$ cat config.mk
export PLATFORM = sky130hd
export DESIGN_NAME = dmux_nway_stream
export DESIGN_NICKNAME = d
export VERILOG_FILES = /design/src/rtl/dmux_pkg.sv /design/src/rtl/stream_fifo.sv /design/src/rtl/dmux_nway_stream.sv
export SDC_FILE = /design/constraint.sdc
export NUM_CORES = 1
export LEC_CHECK = 0
export ABC_AREA = 1
export ABC_CLOCK_PERIOD_IN_PS = 3000
export BUFFER_PORTS_ARGS = -buffer_cell sky130_fd_sc_hd__buf_2
export CAP_MARGIN = 20
export CORE_ASPECT_RATIO = 0.8
export CORE_MARGIN = 1.5
export CORE_UTILIZATION = 25
export DETAILED_ROUTE_END_ITERATION = 10
export GPL_TIMING_DRIVEN = 0
export SLEW_MARGIN = 25
export SYNTH_ARGS = -nofsm -noshare
export SYNTH_HDL_FRONTEND = slang
export SYNTH_SLANG_ARGS = --single-unit
export TNS_END_PERCENT = 5
$ cat constraint.sdc
create_clock -name clk -period 3 [get_ports clk]
set_input_delay 0.15 -clock clk [delete_from_list [all_inputs] [get_ports clk]]
set_output_delay 0.15 -clock clk [all_outputs]
set_load 0.005 [all_outputs]
$ cat src/rtl/dmux_pkg.sv
// Shared helpers for the N-way stream demultiplexer.
package dmux_pkg;

  // Select width for n channels; never zero so a 1-bit select port still exists.
  function automatic int sel_width(input int n);
    return (n > 1) ? $clog2(n) : 1;
  endfunction

endpackage

$ cat src/rtl/stream_fifo.sv
// Per-channel FIFO with a registered head word that holds its last value when empty.
module stream_fifo #(
  parameter int WIDTH = 16,
  parameter int DEPTH = 2
) (
  input  logic             clk,
  input  logic             rst_n,
  input  logic             push,
  input  logic [WIDTH-1:0] din,
  input  logic             ready,
  output logic             can_take,
  output logic             valid,
  output logic [WIDTH-1:0] dout
);
  localparam int PW = (DEPTH > 1) ? $clog2(DEPTH) : 1;
  localparam int CW = $clog2(DEPTH + 1);

  logic [WIDTH-1:0] mem [DEPTH];
  logic [PW-1:0]    wr_ptr, rd_ptr, rd_nxt;
  logic [CW-1:0]    count, count_nxt;
  logic             pop, full, fresh_head;

  function automatic logic [PW-1:0] bump(input logic [PW-1:0] p);
    return (p == PW'(DEPTH - 1)) ? '0 : p + 1'b1;
  endfunction

  assign valid    = (count != '0);
  assign full     = (count == CW'(DEPTH));
  assign pop      = valid & ready;
  assign can_take = !full | pop;
  assign rd_nxt   = pop ? bump(rd_ptr) : rd_ptr;
  // The next head is the incoming word only when no older word survives this edge.
  assign fresh_head = push && (count == CW'(pop));

  always_comb begin
    count_nxt = count;
    if (push && !pop)      count_nxt = count + CW'(1);
    else if (!push && pop) count_nxt = count - CW'(1);
  end

  always_ff @(posedge clk) begin
    if (!rst_n) begin
      wr_ptr <= '0;
      rd_ptr <= '0;
      count  <= '0;
      dout   <= '0;
    end else begin
      if (push) wr_ptr <= bump(wr_ptr);
      rd_ptr <= rd_nxt;
      count  <= count_nxt;
      if (count_nxt != '0) dout <= fresh_head ? din : mem[rd_nxt];
    end
  end

  always_ff @(posedge clk) begin
    if (push) mem[wr_ptr] <= din;
  end

endmodule

$ cat src/rtl/dmux_nway_stream.sv
// Routes one valid/ready stream to one of N buffered channels, or to all of them.
module dmux_nway_stream
  import dmux_pkg::*;
#(
  parameter  int WIDTH = 16,
  parameter  int N     = 4,
  parameter  int DEPTH = 2,
  localparam int SEL_W = sel_width(N)
) (
  input  logic               clk,
  input  logic               rst_n,
  input  logic [WIDTH-1:0]   in_data,
  input  logic [SEL_W-1:0]   in_sel,
  input  logic               in_bcast,
  input  logic               in_valid,
  output logic               in_ready,
  output logic [N*WIDTH-1:0] out_data,
  output logic [N-1:0]       out_valid,
  input  logic [N-1:0]       out_ready,
  output logic               sel_err
);
  logic [N-1:0]            hit, can_take, push;
  logic [N-1:0][WIDTH-1:0] ch_data;
  logic                    sel_ok, accept;

  // One-hot decode by comparison, so an out-of-range select matches nothing.
  always_comb begin
    hit = '0;
    for (int i = 0; i < N; i++) hit[i] = (32'(in_sel) == 32'(i));
  end

  assign sel_ok = 32'(in_sel) < 32'(N);

  always_comb begin
    in_ready = 1'b0;
    if (rst_n) begin
      if (in_bcast)    in_ready = &can_take;
      else if (sel_ok) in_ready = |(hit & can_take);
      else             in_ready = 1'b1;
    end
  end

  assign accept   = in_valid & in_ready;
  assign push     = !accept ? '0 : (in_bcast ? {N{1'b1}} : hit);
  assign out_data = ch_data;

  for (genvar g = 0; g < N; g++) begin : g_ch
    stream_fifo #(.WIDTH(WIDTH), .DEPTH(DEPTH)) u_fifo (
      .clk      (clk),
      .rst_n    (rst_n),
      .push     (push[g]),
      .din      (in_data),
      .ready    (out_ready[g]),
      .can_take (can_take[g]),
      .valid    (out_valid[g]),
      .dout     (ch_data[g])
    );
  end

  always_ff @(posedge clk) begin
    if (!rst_n)                               sel_err <= 1'b0;
    else if (accept && !in_bcast && !sel_ok)  sel_err <= 1'b1;
  end

endmodule

# Yosys cells after proc, flatten, opt, wreduce, memory -nomap -nowiden
# Memories as Yosys holds them, arrays and structs flattened.
# Index checks and enable logic that the tools add are counted.
[word_totals]
reg_bits = 80
mem_count = 4
latchBits = 0
ram_bits = 128
inputBits = 26
out_inout_bits = 70
elab_cells = 128
romBits = 0
[mem_list]
columns = ["name", "words", "width", "rd", "rd_ports_with_merged_regs", "wr", "line", "rtl"]
rows = [
  ["g_ch[0].u_fifo.mem", 2, 16, 1, 0, 1, "stream_fifo.sv:18", "logic [WIDTH-1:0] mem [DEPTH];"],
  ["g_ch[1].u_fifo.mem", 2, 16, 1, 0, 1, "stream_fifo.sv:18", ""],
  ["g_ch[2].u_fifo.mem", 2, 16, 1, 0, 1, "stream_fifo.sv:18", ""],
  ["g_ch[3].u_fifo.mem", 2, 16, 1, 0, 1, "stream_fifo.sv:18", ""],
]
[classes]
n_div = 0
n_reduce_logical = 35
shift = 0
bitwise_logic = 10
n_addsub = 16
n_mux = 36
n_lt_le_gt_ge = 0
mul = 0
eq_ne = 11
[ops]
columns = ["op", "count"]
rows = [
  ["two-way mux 16 bit", 4],
  ["two-way mux 1 bit", 22],
  ["two-way mux 2 bit", 8],
  ["nonzero test 2 bit", 8],
  ["equality test 2 bit, second input constant", 6],
  ["logical AND 1 bit", 12],
  ["zero test 1 bit", 12],
  ["adder 1 bit, second input constant", 8],
  ["adder 2 x 1 -> 2 bit, second input constant", 4],
  ["equality test 2 x 1 -> 1 bit", 4],
  ["two-way mux 4 bit", 2],
  ["subtractor 2 x 1 -> 2 bit, second input constant", 4],
  ["bitwise AND 1 bit", 5],
  ["bitwise AND 4 bit", 1],
  ["OR 1 bit", 4],
  ["AND reduction 4 bit", 1],
  ["OR reduction 4 bit", 1],
  ["equality test 2 x 1 -> 1 bit, second input constant", 1],
  ["zero test 2 bit", 1],
]

# Longest topological paths before layout
[logic_depth]
ltp_word = 14
ltp_mapped = 18
mapped_depth_nobuf = 17

# Hierarchy
# Synthesis repeated with hierarchy kept, for this count alone.
[unflattened]
hier_cells = 1046
area_unflattened_um2 = 9500.4
[modules_own_cells]
columns = ["mod", "n_inst", "area_each_um2", "seq_area_each_um2", "cells_each"]
rows = [
  ["stream_fifo at g_ch[1].u_fifo ...", 2, 2359.8, 1361.3, 249],
  ["stream_fifo at g_ch[0].u_fifo", 1, 2352.3, 1361.3, 269],
  ["stream_fifo at g_ch[3].u_fifo", 1, 2285.9, 1361.3, 248],
  ["dmux_nway_stream", 1, 142.6, 0.0, 31],
]

# Worst setup path before layout
# No wires, ideal clock.
[synth_timing]
path_kind = "flip-flop to flip-flop"
start = "register g_ch[0].u_fifo.count[1]"
end = "memory g_ch[1].u_fifo.mem[0][0] (enable)"
stages_incl_launch_ff = 12
t_arrival_ns = 2.074
setup_ns = 0.389
path_buffers = 0
required_ns = 2.611
setup_slack_ns = 0.538
synth_period_minus_slack_ns = 2.462
path_cell_list = "dfxtp_1 > inv_1 > ha_1 > inv_2 > nand2_2 > nand2_1 > nand2_1 > nor2_1 > nor2_1 > nor2_2 > nand4_1 > nor2_1"
[synth_between]
elab_chain_cells = 11
word_cells_on_any_way = 14
cone_classes = "1 x eq/ne; 5 x mux; 4 x bitwise; 4 x reduce/logical"
[synth_lines]
columns = ["item", "line", "rtl"]
rows = [
  ["start, declared", "stream_fifo.sv:20", "logic [CW-1:0] count, count_nxt;"],
  ["start signal, assigned", "stream_fifo.sv:50", "count <= count_nxt;"],
  ["nonzero test 2 bit *", "stream_fifo.sv:27", "assign valid = (count != '0);"],
  ["via g_ch[0].u_fifo.valid", "stream_fifo.sv:12", "output logic valid,"],
  ["bitwise AND 1 bit *", "stream_fifo.sv:29", "assign pop = valid & ready;"],
  ["OR 1 bit *", "stream_fifo.sv:30", "assign can_take = !full | pop;"],
  ["bitwise AND 4 bit", "dmux_nway_stream.sv:38", "else if (sel_ok) in_ready = |(hit & can_take);"],
  ["OR reduction 4 bit", "dmux_nway_stream.sv:38", ""],
  ["two-way mux 1 bit *", "dmux_nway_stream.sv:37", "if (in_bcast) in_ready = &can_take;"],
  ["two-way mux 1 bit *", "dmux_nway_stream.sv:36", "if (rst_n) begin"],
  ["bitwise AND 1 bit *", "dmux_nway_stream.sv:43", "assign accept = in_valid & in_ready;"],
  ["two-way mux 4 bit *", "dmux_nway_stream.sv:44", "assign push = !accept ? '0 : (in_bcast ? {N{1'b1}} : hit);"],
  ["two-way mux 1 bit *", "stream_fifo.sv:56", "if (push) mem[wr_ptr] <= din;"],
  ["two-way mux 1 bit (implied by the code) *", "stream_fifo.sv:56", ""],
  ["end, declared", "stream_fifo.sv:18", ""],
]
# The timed path passes the listed nets; every way through them passes the cells marked *.

# Worst setup path in the final report
[layout_timing]
start = "register g_ch[0].u_fifo.count[1]"
end = "register g_ch[2].u_fifo.dout[9]"
[layout_between]
elab_chain_cells = 14
word_cells_on_any_way = 20
cone_classes = "1 x eq/ne; 6 x mux; 4 x bitwise; 9 x reduce/logical"
[layout_lines]
columns = ["item", "line", "rtl"]
rows = [
  ["nonzero test 2 bit *", "stream_fifo.sv:27", ""],
  ["via g_ch[0].u_fifo.valid", "stream_fifo.sv:12", ""],
  ["bitwise AND 1 bit *", "stream_fifo.sv:29", ""],
  ["OR 1 bit *", "stream_fifo.sv:30", ""],
  ["bitwise AND 4 bit", "dmux_nway_stream.sv:38", ""],
  ["OR reduction 4 bit", "dmux_nway_stream.sv:38", ""],
  ["two-way mux 1 bit *", "dmux_nway_stream.sv:37", ""],
  ["two-way mux 1 bit *", "dmux_nway_stream.sv:36", ""],
  ["bitwise AND 1 bit *", "dmux_nway_stream.sv:43", ""],
  ["two-way mux 4 bit *", "dmux_nway_stream.sv:44", ""],
  ["zero test 1 bit", "stream_fifo.sv:38", "else if (!push && pop) count_nxt = count - CW'(1);"],
  ["logical AND 1 bit", "stream_fifo.sv:38", ""],
  ["two-way mux 2 bit", "stream_fifo.sv:38", ""],
  ["two-way mux 2 bit", "stream_fifo.sv:37", "if (push && !pop) count_nxt = count + CW'(1);"],
  ["nonzero test 2 bit", "stream_fifo.sv:51", "if (count_nxt != '0) dout <= fresh_head ? din : mem[rd_nxt];"],
  ["end signal, assigned", "stream_fifo.sv:51", ""],
  ["end, declared", "stream_fifo.sv:13", "output logic [WIDTH-1:0] dout"],
]
# Marks and branches as above.
# A chain may end at the register's enable or synchronous reset.

==> results.md <==
* Routed wire length per instance at 16.3 um
* Core area at 38200 um2
* Sum of negative setup slack at 0 ps
* TritonCTS clock tree: done
* Tcrit/Tclk final at 0.930
* GRT Resource Usage Total at 0.136
* Setup ws final at 210 ps
* FP Rows at 64
* Max-slew violations at 0
* Max Fclk at 358 MHz
* Slew margin rel. at 0.428
* Worst EP required at 3390 ps
* Compound-gate portion of the synthesized area at 0.0323
* Largest net degree at the start of global routing at 17
* Post-CTS Hold Fix Bufs at 0
* Synth unique cells at 28
* Crit path max fanout at 10
* Clk pin slew, worst setup/hold paths at 70 ps
* Hold EP: g_ch[0].u_fifo.mem[1][15]
* Worst Reg2Reg Path Length in Cells at 18
* Remaining global-route overflow at 0
* Tmin final at 2790 ps
* Crit path DAT at 3180 ps
* CP max stage delay at 410 ps
* CTS Buf Count at 20
* Fin. Hold Viols at 0
* Port Buffers at 92
* CTS root buf: clkbuf_16
* Final total power at 12.6 mW
* Hold Path Depth at 1
* Cell Area, Synth at 9680 um2
* Mapped Nets at 1069
* Metal3 WL at 1970 um
* Critical-path top delay cell: dfxtp_1
* Startpoint Class: register
* Worst r2r src: g_ch[0].u_fifo.count[1]
* Uppermost layer routed: met5
* Die X at 223 um
* Vias post-DR at 7536
* Final HPWL DP at 18800 um
* Max clock buf depth at 3
* R2r setup slk at 210 ps
* Mux share of post-synthesis cell area at 0.0745
* Die footprint at 39900 um2
* P per Cell Area at 1090 nW/um2
* Area share of fa/ha/maj cells after synthesis at 0.0103
* Final ANT Viol Nets at 0
* Worst-path cell chain: inv_1 -> ha_1 -> inv_2 -> nand2_2 -> nand2_1 -> nand2_1 -> nor2_1 -> nor2_1 -> nor2_2 -> nand4_1 -> buf_4 -> nand2_1 -> nand2_1 -> nand2_1 -> nand2_1 -> buf_2 -> a21oi_1 -> nor2_1
* Design Area, Final at 11600 um2
* Post-Synthesis Cells at 1035
* Min-Delay Startpoint: in_data[15]
* Metal2 WL at 11000 um
* Syn avg cell area at 9.35 um2
* Worst R2R End: g_ch[2].u_fifo.dout[9]
* Net count, final at 1195
* Share of the yosys chip area belonging to registers at 0.563
* Gpl congestion at 0.832
* Max VDD drop at 508 uV
* DRC viols at 0
* Pleak at 5.07 nW
* FILL cells at 3931
* Vias in the first global route at 6934
* Flops & latches, synth at 208
* Worst-Margin Slew at 857 ps
* Clock latency on the worst-skew pair at 520 ps
* CP Buf/Inv Count at 4
* Worst Hold Slack at 31.5 ps
* YS warnings at 0
* Critical path type: reg2reg
* Layout cell share with drive strength beyond 1 at 0.230
* Clock Sinks at 208
* First-pass GRT wire length at 41600 um
* # setup viols final at 0
* Max Cap Viol at 0
* Most frequent CP cell: nand2_1
* Pre-CTS WS at -21.0 ps
* RSZ-0062 raised after global routing: yes
* CP Capture Type: register
* Die Ht at 179 um
* Xor/xnor share of the synthesized area at 0.00996
* Met1 wire length at 13900 um
* Area Growth Syn to Fin at 19.7%
* H-tree depth at 1
* Initial DRT Pass Iterations at 5
* Status: finished, final reports clean
* Number of top-level pins at 96
* Synth Area in Simple Gates at 0.229
* Wirelength, routed at 27300 um
* Initial antenna violation count at 2
* Starting Density at 0.253
* Crit path max-delay family: simple AND/OR/NAND/NOR gates
* Drt first-iter violations at 634
* DP Area at 10800 um2
* HP Class: in2reg
* Drt via density at 4.51
* Worst Skew at 10.6 ps
* Largest family of logic cells by synthesized area: simple AND/OR/NAND/NOR gates
==> cells in the final DEF (no fill, tap or decap), types with 3 or more instances in the layout <==
cell       netlist  final
nand2_1        241    240
edfxtp_1       128    128
inv_1          125    125
buf_2           23    113
nand4_1         89     89
nor2_1          91     83
dfxtp_1         80     80
mux2_2          64     64
nand3_1         53     53
a21oi_1         53     51
clkbuf_1        20     26
clkbuf_16        0     21
buf_4            7     15
clkbuf_2         0      9
nor2_2           2      8
xor2_1           8      8
ha_1             8      8
inv_2            6      6
nand2_2          5      6
nand3_2          6      6
buf_6            1      5
o21ai_0          4      4
nor2_4           1      3
xnor2_1          3      3
==> Yosys cell counts (all sizes together) <==
cell	number	area, um2
nand2	246	936
inv	131	492
edfxtp	128	3840
nor2	94	365
nand4	90	569
dfxtp	80	1600
mux2	64	721
nand3	59	325
a21oi	53	265
buf	41	216
clkbuf	20	75.1
ha	8	100
o21ai	8	47.6
xor2	8	70.1
xnor2	3	26.3
conb	1	3.75
nor3b	1	18.8
==> repair_timing <==
action,CTS,global route
setup buffers,0,8
setup endpoints to repair,25,136
pin swaps,0,2
resized for setup,0,16
==> through the flow <==
| step | util | std cells |
|---|---|---|
| finish | 0.303 | 1671 |
| global route | 0.303 | 1670 |
| CTS | 0.300 | 1662 |
| detailed placement | 0.283 | 1626 |
| global placement | 0.282 | 1622 |
| floorplan | - | 1035 |
==> cells by family (layout without fill, tap and decap cells) <==
family / count (synthesis) / after routing
AO/OA/AOI/OAI: 61 / 61
XOR/XNOR: 11 / 11
adder cells (fa/ha/maj): 8 / 8
buffers and inverters: 192 / 332
flip-flops: 208 / 208
multiplexers: 64 / 64
other: 1 / 2
AND/OR/NAND/NOR: 490 / 490
==> where the power goes <==
group	switching (mW)	total, mW	leakage, nW	internal [mW]
clock	1.13	2.62	0.317	1.49
sequential	0.224	3.79	1.82	3.57
combinational	3.86	6.17	2.93	2.31
total	5.22	12.6	5.07	7.37
==> how the worst max path moves through the flow <==
stage,from,to,cells after the start
after floorplan,g_ch[0].u_fifo.count[1],g_ch[1].u_fifo.mem[0][0],11
after global placement,g_ch[1].u_fifo.count[1],g_ch[3].u_fifo.mem[0][6],11
after detailed placement,g_ch[1].u_fifo.count[1],g_ch[1].u_fifo.mem[1][13],11
after CTS,g_ch[1].u_fifo.count[1],g_ch[1].u_fifo.mem[1][8],11
after global routing,g_ch[0].u_fifo.count[1],g_ch[0].u_fifo.dout[11],17
final,g_ch[0].u_fifo.count[1],g_ch[2].u_fifo.dout[9],18
==> final cells by class <==
type                            count  area, um2  area share
Sequential cell                   208       5450       0.470
Buffer                             61        307      0.0265
Antenna cell                        1       2.50    0.000216
Inverter                          131        492      0.0425
Timing Repair Buffer              104        566      0.0488
Multi-Input combinational cell    635       3500       0.302
Clock buffer                       29        567      0.0489
Tap cell                          495        619      0.0535
Clock inverter                      7       88.8     0.00767
==> sequential cells by signal, summed over array words and instances (netlist names) <==
name                count
g_ch.u_fifo.dout       64
g_ch.u_fifo.count       8
g_ch.u_fifo.mem       128
g_ch.u_fifo.rd_ptr      4
g_ch.u_fifo.wr_ptr      4
==> worst reg2reg max path: cells and delay by family (launching register included) <==
| family | cells | cell delay [ps] |
|---|---|---|
| AOI/OAI and AO/OA | 1 | 250 |
| and+or+nand+nor | 12 | 1220 |
| adders and majority gates | 1 | 200 |
| DFF | 1 | 410 |
| buffers and inverters | 4 | 590 |
==> metal layers <==
metal	global-route usage	vias up
met3	0.0280	30
met4	0.0218	2
met5	0	-
met1	0.210	3537
li1	-	3708
met2	0.193	259
No activity file was read; power rests on OpenSTA's default activity.
